**config.mk**
```make
export PLATFORM = sky130hd
export DESIGN_NAME = branch_pc_unit
export DESIGN_NICKNAME = d
export VERILOG_FILES = /design/src/rtl/kgp_pkg.sv /design/src/rtl/branch_cond_eval.sv /design/src/rtl/branch_pc_unit.sv
export SDC_FILE = /design/constraint.sdc
export NUM_CORES = 1
export LEC_CHECK = 0
export CORE_MARGIN = 2
export CORE_UTILIZATION = 50
export DETAILED_ROUTE_END_ITERATION = 7
export PLACE_DENSITY = 0.86
export SLEW_MARGIN = 20
export SYNTH_ARGS = -nofsm -noshare
export SYNTH_HDL_FRONTEND = slang
export SYNTH_SLANG_ARGS = --single-unit
```
**constraint.sdc**
```tcl
create_clock -name clk -period 10.66 [get_ports clk]
set_clock_uncertainty 0.05 [all_clocks]
set_input_delay 2.132 -clock clk [delete_from_list [all_inputs] [get_ports clk]]
set_output_delay 2.132 -clock clk [all_outputs]
set_load 0.01 [all_outputs]
```
**src/rtl/kgp_pkg.sv**
```systemverilog
// rtl/kgp_pkg.sv - shared branch condition codes, flag indices and PC step for KGPminiRISC
package kgp_pkg;

    localparam logic [2:0] COND_NONE = 3'b000;
    localparam logic [2:0] COND_LTZ  = 3'b001;
    localparam logic [2:0] COND_Z    = 3'b010;
    localparam logic [2:0] COND_NZ   = 3'b011;
    localparam logic [2:0] COND_CY   = 3'b100;
    localparam logic [2:0] COND_NCY  = 3'b101;

    // Bit positions inside the {carry, zero, sign} flag register
    localparam int FLG_CY = 2;
    localparam int FLG_Z  = 1;
    localparam int FLG_S  = 0;

    localparam int PC_INC = 4;

endpackage

```
**src/rtl/branch_cond_eval.sv**
```systemverilog
// rtl/branch_cond_eval.sv - combinational evaluation of the branch condition code
module branch_cond_eval
    import kgp_pkg::*;
(
    input  logic [2:0]  cond_jump,
    input  logic [31:0] rs_val,
    input  logic        carry,
    output logic        cond_true,
    output logic        cond_reserved
);

    always_comb begin
        cond_true     = 1'b0;
        cond_reserved = 1'b0;
        case (cond_jump)
            COND_NONE: cond_true = 1'b0;
            COND_LTZ:  cond_true = rs_val[31];
            COND_Z:    cond_true = (rs_val == 32'd0);
            COND_NZ:   cond_true = (rs_val != 32'd0);
            COND_CY:   cond_true = carry;
            COND_NCY:  cond_true = ~carry;
            default:   cond_reserved = 1'b1;
        endcase
    end

endmodule

```
**src/rtl/branch_pc_unit.sv**
```systemverilog
// rtl/branch_pc_unit.sv - PC register, flag register, branch resolution and link generation
module branch_pc_unit
    import kgp_pkg::*;
#(
    parameter int                  PC_WIDTH = 32,
    parameter logic [PC_WIDTH-1:0] RESET_PC = '0
) (
    input  logic                clk,
    input  logic                rst_n,
    input  logic                en,
    input  logic [2:0]          cond_jump,
    input  logic                uncond_jump,
    input  logic                is_link,
    input  logic                br_reg,
    input  logic [31:0]         rs_val,
    input  logic [PC_WIDTH-1:0] imm_offset,
    input  logic                flag_we,
    input  logic                alu_carry,
    input  logic                alu_zero,
    input  logic                alu_sign,
    output logic [PC_WIDTH-1:0] pc,
    output logic                taken,
    output logic                link_we,
    output logic [PC_WIDTH-1:0] link_data,
    output logic                redirect,
    output logic                cond_err,
    output logic [2:0]          flags
);

    logic [PC_WIDTH-1:0] pc_q;
    logic [PC_WIDTH-1:0] pc_plus4;
    logic [PC_WIDTH-1:0] rs_trunc;
    logic [PC_WIDTH-1:0] target;
    logic [PC_WIDTH-1:0] pc_next;
    logic [2:0]          flags_q;
    logic                redirect_q;
    logic                cond_err_q;
    logic                cond_true;
    logic                cond_reserved;

    branch_cond_eval u_cond (
        .cond_jump     (cond_jump),
        .rs_val        (rs_val),
        .carry         (flags_q[FLG_CY]),
        .cond_true     (cond_true),
        .cond_reserved (cond_reserved)
    );

    // Register targets are word-aligned by dropping the low two bits
    always_comb begin
        pc_plus4 = pc_q + PC_WIDTH'(PC_INC);
        rs_trunc = PC_WIDTH'(rs_val);
        target   = br_reg ? {rs_trunc[PC_WIDTH-1:2], 2'b00}
                          : pc_plus4 + imm_offset;
        taken    = uncond_jump | cond_true;
        pc_next  = taken ? target : pc_plus4;
    end

    always_ff @(posedge clk or negedge rst_n) begin
        if (!rst_n) begin
            pc_q       <= RESET_PC;
            flags_q    <= 3'b000;
            redirect_q <= 1'b0;
            cond_err_q <= 1'b0;
        end else if (en) begin
            pc_q       <= pc_next;
            redirect_q <= taken;
            if (cond_reserved && !uncond_jump) begin
                cond_err_q <= 1'b1;
            end
            // Flag capture happens after the branch test, so bcy/bncy see the old carry
            if (flag_we) begin
                flags_q[FLG_CY] <= alu_carry;
                flags_q[FLG_Z]  <= alu_zero;
                flags_q[FLG_S]  <= alu_sign;
            end
        end
    end

    assign pc        = pc_q;
    assign link_we   = is_link & uncond_jump & en;
    assign link_data = pc_plus4;
    assign redirect  = redirect_q;
    assign cond_err  = cond_err_q;
    assign flags     = flags_q;

endmodule

```
==> metrics.csv <==
metric,value,unit
initialDrtViolationCount,405,
holdCritPathClass,reg -> reg,
multiInputGateArea,3250,um^2
layout_common_cells,"clkdlybuf4s50_1, nand2_1, nor2_1",
wl_per_cell,19.2,um
irDropWorstVdd,0.114,mV
ys_ff_latch,37,
setup_tns,0,ps
drv_slew,0,
drive_gt1_share,3.43,%
drtPass1Iterations,6,
start_util,50.9,%
timing.fmax,135,MHz
yosysUniqueCellTypes,67,
cts-buffers-inserted,5,
r2r-start,pc[5],
routed_wl,15500,um
syn_avg_cell_area,7.71,um^2
leakage,2.44,nW
clock_path_buffers,2,
die_area,9510,um^2
hold_depth,1,
drc,0,
grt_start_max_net_pins,39,
worst_pin_slew,890,ps
fin_crit_sh,69.6,%
clk_pin_slew,70,ps
critPathRequiredTime,8480,ps
cts_hold_buffers,0,
maxCapViolations,0,
grt.total_usage,31.4,%
grt_pass1_vias,4813,
hold_viol_final,0,
dominantRegCellSynth,dfrtp_1,
gp_congestion,0.963,
worstHoldStart,cond_err,
ys_seq_area_share,21.2,%
hold_ws,444,ps
whs_endpoint,cond_err,
diodes,0,
port_buffers,147,
synth-edff-count,0,
vias_per_cell,6.33,
powerDensity,211,nW/um^2
die_w,97.5,um
antenna_found_initial,0,
worstPathMaxFanout,34,
placementRows,34,
grt-ovfl-total,0,
io_pins,148,
grt_setup_unrepaired,false,
yosys_warnings,0,
period_needed,7410,ps
final_common_cell,clkdlybuf4s50_1,
antenna_left,0,
areaGrowthSynthToFinish,36.7,%
syn_nets,684,
crit_path_start_kind,primary input,
cp.arrival,5230,ps
cts_tree,done,
hpwl,11900,um
htree_levels,2,
cts-resized-gates,0,
grt_pass1_wl,24600,um
nets,816,
postCtsSetupRepairBufs,0,
fillers,712,
reg2reg_slack,5900,ps
end_kind,output port,
syn_inst,567,
status,"complete, no violations",
slew_headroom,40.7,%
vias,5111,
die_h,97.5,um
clock-sinks,37,
setup_viol,0,
core,8590,um^2
reg2reg_depth,15,
clk_latency,300,ps
root_buffer,clkbuf_8,
ff_latch_area,926,um^2
r2r-end,pc[30],
synth_area,4370,um^2
synth-async-reset-ratio,100,%
critical_path_class,in -> out,
-- flip-flops by register name (all words and copies together) (netlist names) --
signal    count
pc           32
flags         3
redirect      1
cond_err      1
-- where the power goes --
group,internal [W],switching (W),leakage [nW],total (W)
Clock,0.0000514,0.0000532,0.0443,0.000105
Combinational,0.000427,0.000479,1.96,0.000906
Sequential,0.000183,0.0000694,0.438,0.000252
-- worst max-delay path by stage --
| stage | startpoint | end |
|---|---|---|
| floorplan | rs_val[24] | taken |
| global placement | rs_val[17] | taken |
| detailed placement | rs_val[20] | taken |
| CTS | rs_val[20] | taken |
| global route | rs_val[20] | taken |
| finish | rs_val[20] | taken |
-- critical path, stage by stage --
cell and delay, ps:
clkdlybuf4s50_1 440, nor4_1 570, nand4_1 180, or4_1 500
a31oi_1 210, nor2_1 90, inv_2 450, clkdlybuf4s50_1 650
-- Yosys cell counts (3+ instances only) --
cell type,n,share of area [%]
nand2_1,53,4.5
nand2b_1,6,0.86
o21a_1,4,0.69
o31ai_1,4,0.69
o21ai_0,43,4.9
a21o_1,12,2.1
xnor2_1,28,5.6
nor2b_1,3,0.43
buf_4,3,0.51
o22ai_1,3,0.43
a311oi_1,5,1.0
and3_1,10,1.4
dfrtp_1,37,21
a21oi_1,38,4.3
o21bai_1,5,0.86
o211ai_1,14,2.4
nor2_1,47,4.0
a221o_1,4,0.92
a22oi_1,5,0.86
and2_1,9,1.3
nor4_1,16,2.3
mux2i_1,5,1.1
a211oi_1,6,1.0
clkbuf_1,21,1.8
ha_1,39,11
mux2_2,3,0.77
nand3_1,20,2.3
a31oi_1,6,0.86
inv_1,21,1.8
or3_1,7,1.0
a31o_2,3,0.60
nand4_1,9,1.3
a21boi_0,3,0.51
nor3_1,8,0.92
xor2_1,24,4.8
o221ai_1,4,0.80
-- routing by layer --
| layer | global-route usage, % | vias up | part of all wire [%] |
|---|---|---|---|
| met1 | 43.5 | 2411 | 42 |
| met3 | 4.10 | 23 | 9.6 |
| met5 | 0 | - | 0 |
| met2 | 52.5 | 301 | 47 |
| met4 | 6.94 | 0 | 1.4 |
| li1 | - | 2376 | - |
-- per-stage QoR --
| step | power [W] | instances | util [%] | setup WS, ps | area [um^2] |
|---|---|---|---|---|---|
| after floorplan | 0.000776 | 567 | - | 4810 | 4370 |
| after global placement | 0.00112 | 800 | 68.5 | 3390 | 5890 |
| after detailed placement | 0.00114 | 800 | 68.5 | 3380 | 5890 |
| after CTS | 0.00125 | 807 | 69.6 | 3360 | 5980 |
| after global routing | 0.00134 | 807 | 69.6 | 3170 | 5980 |
| final | 0.00126 | 807 | 69.6 | 3250 | 5980 |
-- cell families after synthesis --
group,Yosys count,synth area share [%]
flip-flops,37,21.2
AND/OR/NAND/NOR,203,23.6
buffers and inverters,48,4.41
multiplexers,8,1.92
AO/OA/AOI/OAI,179,26.9
XOR/XNOR,52,10.4
adder cells (fa/ha/maj),40,11.6
-- layout make-up --
| cell class | instances | area share [%] |
|---|---|---|
| Sequential cell | 37 | 15.5 |
| Clock buffer | 7 | 1.44 |
| Tap cell | 108 | 2.26 |
| Inverter | 23 | 1.44 |
| Timing Repair Buffer | 150 | 24.9 |
| Multi-Input combinational cell | 482 | 54.4 |
No activity file was read; power rests on OpenSTA's default activity.
